$ cat src/rtl/tea_pkg.sv
`default_nettype none
// ============================================================================
//  Module   : tea_pkg
//  Purpose  : Shared types, constants and helpers for the TEA cipher engine.
//             Word, key and block typedefs, the FSM state enum, the default
//             key-schedule constant and the decrypt initial-sum helper.
//  Revision : 1.0  initial release
// ============================================================================
package tea_pkg;

    // Default key-schedule constant (golden-ratio derived).
    localparam logic [31:0] c_DELTA_DEFAULT = 32'h9E3779B9;

    typedef logic [31:0] tea_word_t;

    // Word [3] is k0 (key bits [127:96]); word [0] is k3.
    typedef tea_word_t [3:0] tea_key_t;

    // Word [1] is v0 (block bits [63:32]); word [0] is v1.
    typedef tea_word_t [1:0] tea_block_t;

    typedef enum logic [1:0] {
        IDLE = 2'd0,
        RUN  = 2'd1,
        DONE = 2'd2
    } tea_state_e;

    // Starting sum for decryption: DELTA accumulated over every cycle,
    // truncated to 32 bits.
    function automatic tea_word_t tea_decrypt_sum(input tea_word_t   delta,
                                                  input int unsigned num_cycles);
        return delta * tea_word_t'(num_cycles);
    endfunction

    // Select key word kN by its logical index (0 = most significant word).
    function automatic tea_word_t tea_key_word(input tea_key_t   key,
                                               input logic [1:0] idx);
        return key[2'd3 - idx];
    endfunction

endpackage
`default_nettype wire

$ cat src/rtl/tea_round.sv
`default_nettype none
// ============================================================================
//  Module   : tea_round
//  Purpose  : One combinational TEA cycle (Feistel round pair), encrypt or
//             decrypt. With TEA_XTEA_EN defined, an XTEA cycle is selectable.
//  Ports    : i_decrypt  0 = encrypt, 1 = decrypt
//             i_xtea     (TEA_XTEA_EN only) 1 = XTEA cycle
//             i_key      128-bit key, k0 in the top word
//             i_v0/i_v1  block halves entering the cycle
//             i_sum      running key-schedule sum entering the cycle
//             o_v0/o_v1  block halves leaving the cycle
//             o_sum      key-schedule sum leaving the cycle
//  Revision : 1.0  initial release
// ============================================================================
module tea_round
    import tea_pkg::*;
#(
    parameter tea_word_t DELTA = c_DELTA_DEFAULT
) (
    input  logic      i_decrypt,
`ifdef TEA_XTEA_EN
    input  logic      i_xtea,
`endif
    input  tea_key_t  i_key,
    input  tea_word_t i_v0,
    input  tea_word_t i_v1,
    input  tea_word_t i_sum,
    output tea_word_t o_v0,
    output tea_word_t o_v1,
    output tea_word_t o_sum
);

    // TEA half-round mixing term.
    function automatic tea_word_t tea_f(input tea_word_t v, input tea_word_t s,
                                        input tea_word_t ka, input tea_word_t kb);
        return ((v << 4) + ka) ^ (v + s) ^ ((v >> 5) + kb);
    endfunction

`ifdef TEA_XTEA_EN
    // XTEA data-dependent mixing term (key term added separately).
    function automatic tea_word_t xtea_mix(input tea_word_t v);
        return ((v << 4) ^ (v >> 5)) + v;
    endfunction
`endif

    tea_word_t w_k0, w_k1, w_k2, w_k3;
    tea_word_t w_v0, w_v1, w_sum;

    assign w_k0 = tea_key_word(i_key, 2'd0);
    assign w_k1 = tea_key_word(i_key, 2'd1);
    assign w_k2 = tea_key_word(i_key, 2'd2);
    assign w_k3 = tea_key_word(i_key, 2'd3);

    // Second half of each cycle consumes the freshly updated first half,
    // so w_v0/w_v1 are read back within the same block on purpose.
    always_comb begin
        w_v0  = i_v0;
        w_v1  = i_v1;
        w_sum = i_sum;
`ifdef TEA_XTEA_EN
        if (i_xtea) begin
            if (!i_decrypt) begin
                w_v0  = i_v0 + (xtea_mix(i_v1) ^ (i_sum + tea_key_word(i_key, i_sum[1:0])));
                w_sum = i_sum + DELTA;
                w_v1  = i_v1 + (xtea_mix(w_v0) ^ (w_sum + tea_key_word(i_key, w_sum[12:11])));
            end else begin
                w_v1  = i_v1 - (xtea_mix(i_v0) ^ (i_sum + tea_key_word(i_key, i_sum[12:11])));
                w_sum = i_sum - DELTA;
                w_v0  = i_v0 - (xtea_mix(w_v1) ^ (w_sum + tea_key_word(i_key, w_sum[1:0])));
            end
        end else
`endif
        if (!i_decrypt) begin
            // Encrypt advances the sum before mixing.
            w_sum = i_sum + DELTA;
            w_v0  = i_v0 + tea_f(i_v1, w_sum, w_k0, w_k1);
            w_v1  = i_v1 + tea_f(w_v0, w_sum, w_k2, w_k3);
        end else begin
            // Decrypt mixes with the current sum, then retreats it.
            w_v1  = i_v1 - tea_f(i_v0, i_sum, w_k2, w_k3);
            w_v0  = i_v0 - tea_f(w_v1, i_sum, w_k0, w_k1);
            w_sum = i_sum - DELTA;
        end
    end

    assign o_v0  = w_v0;
    assign o_v1  = w_v1;
    assign o_sum = w_sum;

endmodule
`default_nettype wire

$ cat src/rtl/tea_cipher_core.sv
`default_nettype none
// ============================================================================
//  Module   : tea_cipher_core
//  Purpose  : Iterative TEA block-cipher engine with encrypt/decrypt, a
//             configurable cycle count, configurable unrolling and
//             valid/ready handshakes on input and output.
//             Optional XTEA mode is compiled in when TEA_XTEA_EN is defined.
//  Ports    : i_clk, i_rst_n      clock, asynchronous active-low reset
//             i_valid / o_ready   input handshake (accept = i_valid & o_ready)
//             i_decrypt           mode, sampled on accept
//             i_xtea              (TEA_XTEA_EN only) XTEA select, sampled on accept
//             i_key [127:0]       k0..k3 from MSB to LSB, sampled on accept
//             i_block [63:0]      v0 = [63:32], v1 = [31:0], sampled on accept
//             i_clear             synchronous abort back to IDLE
//             o_valid / i_ready   output handshake
//             o_block [63:0]      result, same packing as i_block
//             o_busy              high while running or holding a result
//  Revision : 1.0  initial release
// ============================================================================
module tea_cipher_core
    import tea_pkg::*;
#(
    parameter int unsigned NUM_CYCLES     = 32,
    parameter int unsigned CYCLES_PER_CLK = 1,
    parameter tea_word_t   DELTA          = c_DELTA_DEFAULT
) (
    input  logic          i_clk,
    input  logic          i_rst_n,
    input  logic          i_valid,
    output logic          o_ready,
    input  logic          i_decrypt,
`ifdef TEA_XTEA_EN
    input  logic          i_xtea,
`endif
    input  logic [127:0]  i_key,
    input  logic [63:0]   i_block,
    input  logic          i_clear,
    output logic          o_valid,
    input  logic          i_ready,
    output logic [63:0]   o_block,
    output logic          o_busy
);

    localparam int unsigned c_ITERS   = NUM_CYCLES / CYCLES_PER_CLK;
    localparam int unsigned c_CNT_W   = $clog2(c_ITERS + 1);
    localparam tea_word_t   c_DEC_SUM = tea_decrypt_sum(DELTA, NUM_CYCLES);

    tea_state_e         r_state;
    tea_word_t          r_v0, r_v1, r_sum;
    tea_key_t           r_key;
    logic               r_decrypt;
    logic [c_CNT_W-1:0] r_count;
    logic               r_ready, r_valid, r_busy;
    tea_block_t         r_block;
`ifdef TEA_XTEA_EN
    logic               r_xtea;
`endif

    // Unrolled round chain: stage 0 is the register contents, stage
    // CYCLES_PER_CLK is the value written back at the next edge.
    tea_word_t w_v0  [CYCLES_PER_CLK:0];
    tea_word_t w_v1  [CYCLES_PER_CLK:0];
    tea_word_t w_sum [CYCLES_PER_CLK:0];

    assign w_v0[0]  = r_v0;
    assign w_v1[0]  = r_v1;
    assign w_sum[0] = r_sum;

    generate
        for (genvar gi = 0; gi < CYCLES_PER_CLK; gi++) begin : g_round
            tea_round #(
                .DELTA (DELTA)
            ) u_round (
                .i_decrypt (r_decrypt),
`ifdef TEA_XTEA_EN
                .i_xtea    (r_xtea),
`endif
                .i_key     (r_key),
                .i_v0      (w_v0[gi]),
                .i_v1      (w_v1[gi]),
                .i_sum     (w_sum[gi]),
                .o_v0      (w_v0[gi+1]),
                .o_v1      (w_v1[gi+1]),
                .o_sum     (w_sum[gi+1])
            );
        end
    endgenerate

    always_ff @(posedge i_clk or negedge i_rst_n) begin
        if (!i_rst_n) begin
            r_state   <= IDLE;
            r_v0      <= '0;
            r_v1      <= '0;
            r_sum     <= '0;
            r_key     <= '0;
            r_decrypt <= 1'b0;
`ifdef TEA_XTEA_EN
            r_xtea    <= 1'b0;
`endif
            r_count   <= '0;
            r_ready   <= 1'b1;
            r_valid   <= 1'b0;
            r_busy    <= 1'b0;
            r_block   <= '0;
        end else if (i_clear) begin
            // Abort wins over accept and handoff; last result stays visible.
            r_state <= IDLE;
            r_ready <= 1'b1;
            r_valid <= 1'b0;
            r_busy  <= 1'b0;
        end else begin
            case (r_state)
                IDLE: begin
                    if (i_valid && r_ready) begin
                        r_key     <= i_key;
                        r_v0      <= i_block[63:32];
                        r_v1      <= i_block[31:0];
                        r_decrypt <= i_decrypt;
`ifdef TEA_XTEA_EN
                        r_xtea    <= i_xtea;
`endif
                        r_sum     <= i_decrypt ? c_DEC_SUM : '0;
                        r_count   <= c_CNT_W'(c_ITERS);
                        r_state   <= RUN;
                        r_ready   <= 1'b0;
                        r_busy    <= 1'b1;
                    end
                end
                RUN: begin
                    r_v0    <= w_v0[CYCLES_PER_CLK];
                    r_v1    <= w_v1[CYCLES_PER_CLK];
                    r_sum   <= w_sum[CYCLES_PER_CLK];
                    r_count <= r_count - 1'b1;
                    if (r_count == c_CNT_W'(1)) begin
                        r_block <= {w_v0[CYCLES_PER_CLK], w_v1[CYCLES_PER_CLK]};
                        r_state <= DONE;
                        r_valid <= 1'b1;
                    end
                end
                DONE: begin
                    if (i_ready) begin
                        r_state <= IDLE;
                        r_valid <= 1'b0;
                        r_ready <= 1'b1;
                        r_busy  <= 1'b0;
                    end
                end
                default: begin
                    r_state <= IDLE;
                    r_valid <= 1'b0;
                    r_ready <= 1'b1;
                    r_busy  <= 1'b0;
                end
            endcase
        end
    end

    assign o_ready = r_ready;
    assign o_valid = r_valid;
    assign o_busy  = r_busy;
    assign o_block = r_block;

endmodule
`default_nettype wire

$ cat config.mk
export PLATFORM = sky130hd
export DESIGN_NAME = tea_cipher_core
export DESIGN_NICKNAME = d
export VERILOG_FILES = /design/src/rtl/tea_pkg.sv /design/src/rtl/tea_round.sv /design/src/rtl/tea_cipher_core.sv
export SDC_FILE = /design/constraint.sdc
export NUM_CORES = 2
export LEC_CHECK = 0
export CAP_MARGIN = 40
export CORE_MARGIN = 4
export CORE_UTILIZATION = 30
export DETAILED_ROUTE_END_ITERATION = 6
export PLACE_DENSITY = 0.45
export SYNTH_ARGS = -nofsm -noshare
export SYNTH_HDL_FRONTEND = slang
export SYNTH_HIERARCHICAL = 1
export SYNTH_SLANG_ARGS = --single-unit
$ cat constraint.sdc
create_clock -name i_clk -period 21.3 [get_ports i_clk]
set_clock_uncertainty 0.15 [all_clocks]
set_input_delay 4.26 -clock i_clk [delete_from_list [all_inputs] [get_ports i_clk]]
set_output_delay 4.26 -clock i_clk [all_outputs]
set_load 0.1 [all_outputs]
Yosys cells after proc, flatten, opt, wreduce, memory -nomap -nowiden
Cells that the tools add are included.
{"block": "totals", "word_cells": 89, "output_inout_bits": 67, "ff_bits": 300, "input_bits": 198}
{"block": "classes", "n_eq_ne": 9, "muxes": 28, "n_bitwise": 9, "n_addsub": 19, "reduce_logical": 9}
{"op": "$add 32x32->32", "count": 10}
{"op": "$xor 32x32->32", "count": 8}
{"op": "$mux 32", "count": 7}
{"op": "$pmux 32 s2", "count": 3}
{"op": "$add 27x32->32", "count": 4}
{"op": "$sub 32x32->32", "count": 2}
{"op": "$add 32x32->32 const B", "count": 1}
{"op": "$sub 32x32->32 const B", "count": 1}
{"op": "$reduce_and 3->1", "count": 6}
{"op": "$pmux 6 s2", "count": 1}
{"op": "$ne 3x3->1 const B", "count": 3}
{"op": "$pmux 1 s3", "count": 3}
{"op": "$mux 1", "count": 8}
{"op": "$mux 2", "count": 4}
{"op": "$eq 6x1->1 const B", "count": 1}
{"op": "$mux 6", "count": 1}
{"op": "$ne 2x2->1 const B", "count": 3}
{"op": "$pmux 2 s3", "count": 1}
{"op": "$sub 6x1->6 const B", "count": 1}
{"op": "$eq 2x1->1 const B", "count": 1}
{"op": "$eq 2x2->1 const B", "count": 1}
{"op": "$logic_not 2->1", "count": 1}
{"op": "$reduce_bool 2->1", "count": 1}
{"op": "$logic_and 1x1->1", "count": 1}
{"op": "$not 1->1", "count": 1}

Logic depth before layout (Yosys ltp)
{"block": "depth", "word_depth": 11, "ltp_mapped": 48}

Cells and area by module
Netlist, hierarchy kept.
{"module": "tea_round", "cells_each": 3481, "area_each_um2": 25964.9, "instances": 1}
{"module": "tea_cipher_core", "cells_each": 838, "area_each_um2": 12011.5, "instances": 1}

Worst setup path before layout
No wires, ideal clock.
{"block": "synth_path", "kind": "register to register", "startpoint": "register r_sum[1]", "endpoint": "register r_block (netlist bit o_block[31])", "synth_period_minus_slack_ps": 9615, "setup_slack_ps": 11685, "t_arrival_ps": 9339, "path_stages_with_launch": 45, "required_time_ps": 21024, "path_buffers": 0, "path_cell_list": "dfrtp_1 ha_1 a2111o_1 a21oi_1 xor2_1 ha_1 a21o_1 a21oi_1 o21ai_1 a31oi_2 xnor2_1 xnor2_1 xnor2_1 ha_1 a21oi_1 o21ai_0 a2111oi_2 nor2_1 (+9 left out) a211o_1 a21oi_1 o21bai_1 a21o_1 a21o_1 a21o_1 a31oi_1 xnor2_1 ha_1 and3_1 a221oi_1 nor2b_1 or3_1 a311o_1 xnor2_1 xnor2_1 a21oi_1 mux2_2"}
{"element": "from (decl)", "line": "tea_cipher_core.sv:49", "source": "tea_word_t r_v0, r_v1, r_sum;"}
{"element": "from (signal assigned)", "line": "tea_cipher_core.sv:122", "source": "r_sum <= i_decrypt ? c_DEC_SUM : '0;"}
{"element": "from (signal assigned)", "line": "tea_cipher_core.sv:132", "source": "r_sum <= w_sum[CYCLES_PER_CLK];"}
{"element": "to (signal assigned)", "line": "tea_cipher_core.sv:135", "source": "r_block <= {w_v0[CYCLES_PER_CLK], w_v1[CYCLES_PER_CLK]};"}
{"element": "to (decl)", "line": "tea_cipher_core.sv:54", "source": "tea_block_t r_block;"}

==> results.yml <==
worst_setup_path:
  required_ns: 21.68
  endpoint_kind: "register"
  crit_top_cell: "a21o_1"
  crit_type: "reg -> reg"
  cp.arrival_ns: 12.51
  crit_fanout: 9
  slowest_stage: "a2111oi_0"
  startpoint_type: "register"
  ff2ff_setup_slack_ns: 9.16
  cp_slowest_stage_delay_ns: 0.70
cts:
  cts_buffer_depth: 3
  post_cts_buffers: 0
  cts-htree-levels: 2
  clock_latency_ns: 0.66
  cts_sinks: 300
  cts_tree: "done"
  hold_buffers: 0
  clock-root-buffer: "clkbuf_16"
  cts.repair.resized: 0
  cts_made_buffers: 41
  clk_pin_slew_ns: 0.07
logic_synthesis:
  synth.avg_cell_area_sq_um: 8.79
  synth-edff-count: 0
  synthCells: 4319
  synth_largest_area_cell: "dfrtp_1"
  synth.yosys.seq_area_share: 0.198
  ys_ff_latch: 300
  yosysWarningCount: 6
  synth_area_leaders: "dfrtp_1, ha_1, xnor2_1, mux2_2, a21oi_1"
  synth_flop_cell: "dfrtp_1"
  post-synth-top-area-fraction: 0.197
  async_flop_share: 1.00
  synth_nets: 5016
  yosysUniqueCellTypes: 98
  syn_area_sq_um: 38000
routing:
  drtAntennaViolNets: 0
  dr.pass1.iters: 5
  wl_per_cell_um: 25.5
  vias_per_cell: 5.48
  drc_errors: 0
  num_vias: 34600
  wl_mm: 161
  drtIter0Drc: 2708
global_route:
  grt_overflow: 0
  grt_pass1_wl_mm: 233
  antenna_found_initial: 2
  grt_max_degree: 88
  track_usage: 0.237
  grt_pass1_vias: 34200
cells_and_area:
  antennaDiodeCount: 0
  fill_cells: 12900
  multi_input_area_sq_um: 29400
  area_delta_synth_final_pct: 19.4
  fin_nets: 5323
  final_cell_mix: "xnor2_1, ha_1, a21oi_1, o21ai_0, dfrtp_1"
  drive_gt1_frac: 0.0979
  final_common_cell: "xnor2_1"
  area.sequential_sq_um: 7510
placement:
  portBuffers: 264
  hpwl_mm: 133
  place.gp.congestion: 0.925
floorplanning:
  fp.dieW_um: 364
  initial_core_util: 0.302
  io_pins: 265
  rows: 130
  die-area_sq_um: 132000
  die_y_um: 364
  core_sq_um: 126000
timing:
  max_freq_ghz: 0.0824
  hold_violations: 0
  slew_viol_final: 0
  setup_tns_ns: 0
  max_slew_margin: 0.375
  rsz0062_at_grt: "no"
  worstMarginPinSlew_ns: 0.931
  finalCritPeriodShare: 0.570
  setup_viol: 0
  min_period_ns: 12.14
flow_run:
  cap_violations: 0
outcome:
  run_status: "completed"
worst_hold_path:
  min_path_type: "reg -> reg"
-- worst max-delay path, delay by kind of cell, from the launching register on --
kind / cells / cell delay, ns
adders and majority gates: 5 / 1.86
xor gates and xnor gates: 8 / 2.61
and+or+nand+nor: 7 / 1.41
AOI/OAI and AO/OA: 20 / 4.93
muxes: 2 / 0.55
DFF: 1 / 0.49
-- kinds of logic after synthesis --
group                      Yosys count  synth area share
AOI/OAI and AO/OA                 1395             0.240
xor gates and xnor gates           759             0.179
adders and majority gates          499             0.168
buffers and inverters              259            0.0297
DFF                                300             0.198
muxes                              276            0.0797
and+or+nand+nor                    831             0.107
-- sequential cells by signal (all words and copies together) (netlist names) --
signal     flops
r_key        128
o_block       64
r_sum         32
r_v0          32
r_v1          32
r_count        6
r_state        2
o_busy         1
o_ready        1
o_valid        1
r_decrypt      1
-- metrics by stage --
step	utilization	instances	setup slack, ns	hold slack [ns]	cell area (sq um)
final	0.361	6307	9.16	0.352	45300
after global routing	0.361	6307	8.50	0.373	45300
after CTS	0.361	6307	9.19	0.358	45300
after detailed placement	0.349	6233	9.23	0.331	43900
after global placement	0.337	6152	9.08	0.330	42400
after floorplan	-	4319	11.69	0.306	38000
-- per-layer routing --
layer	track usage	vias to the layer above	part of all wire
met5	0	-	0
met4	0.0445	0	0.018
met3	0.0179	127	0.049
met2	0.366	955	0.43
met1	0.361	17000	0.50
li1	-	16500	-
-- synthesized netlist by cell type (all sizes together), types with 19 or more instances --
library cell	count
o21a	42
clkbuf	68
o211ai	19
or2	19
nand2	196
or3	30
a21oi	384
nand2b	47
nand3	83
o21bai	74
mux2i	66
a21o	249
inv	142
buf	49
dfrtp	299
o31ai	24
mux2	210
and3	39
nand4	27
a211oi	37
nor3	70
o21ai	327
a31oi	50
xnor2	599
nor2	215
nor2b	49
ha	483
xor2	150
-- final cells by class --
type | instances | area share
Sequential cell | 300 | 0.166
Timing Repair Buffer | 381 | 0.0973
Inverter | 142 | 0.0118
Clock inverter | 25 | 0.00715
Tap cell | 1650 | 0.0455
Clock buffer | 49 | 0.0244
Multi-Input combinational cell | 3760 | 0.648
-- worst paths after layout --
kind,from,end,depth (start not counted)
min in group asynchronous,i_rst_n,r_key[92],1
max reg2reg,r_sum[0],o_block[63],42
min reg2reg,o_block[55],o_block[55],1
min,o_block[55],o_block[55],1
max in group asynchronous,i_rst_n,r_v0[7],3
max,r_sum[0],o_block[63],42
Power is not shown: default switching activity piles up to over one toggle a cycle in this logic, so the estimate is an artifact.
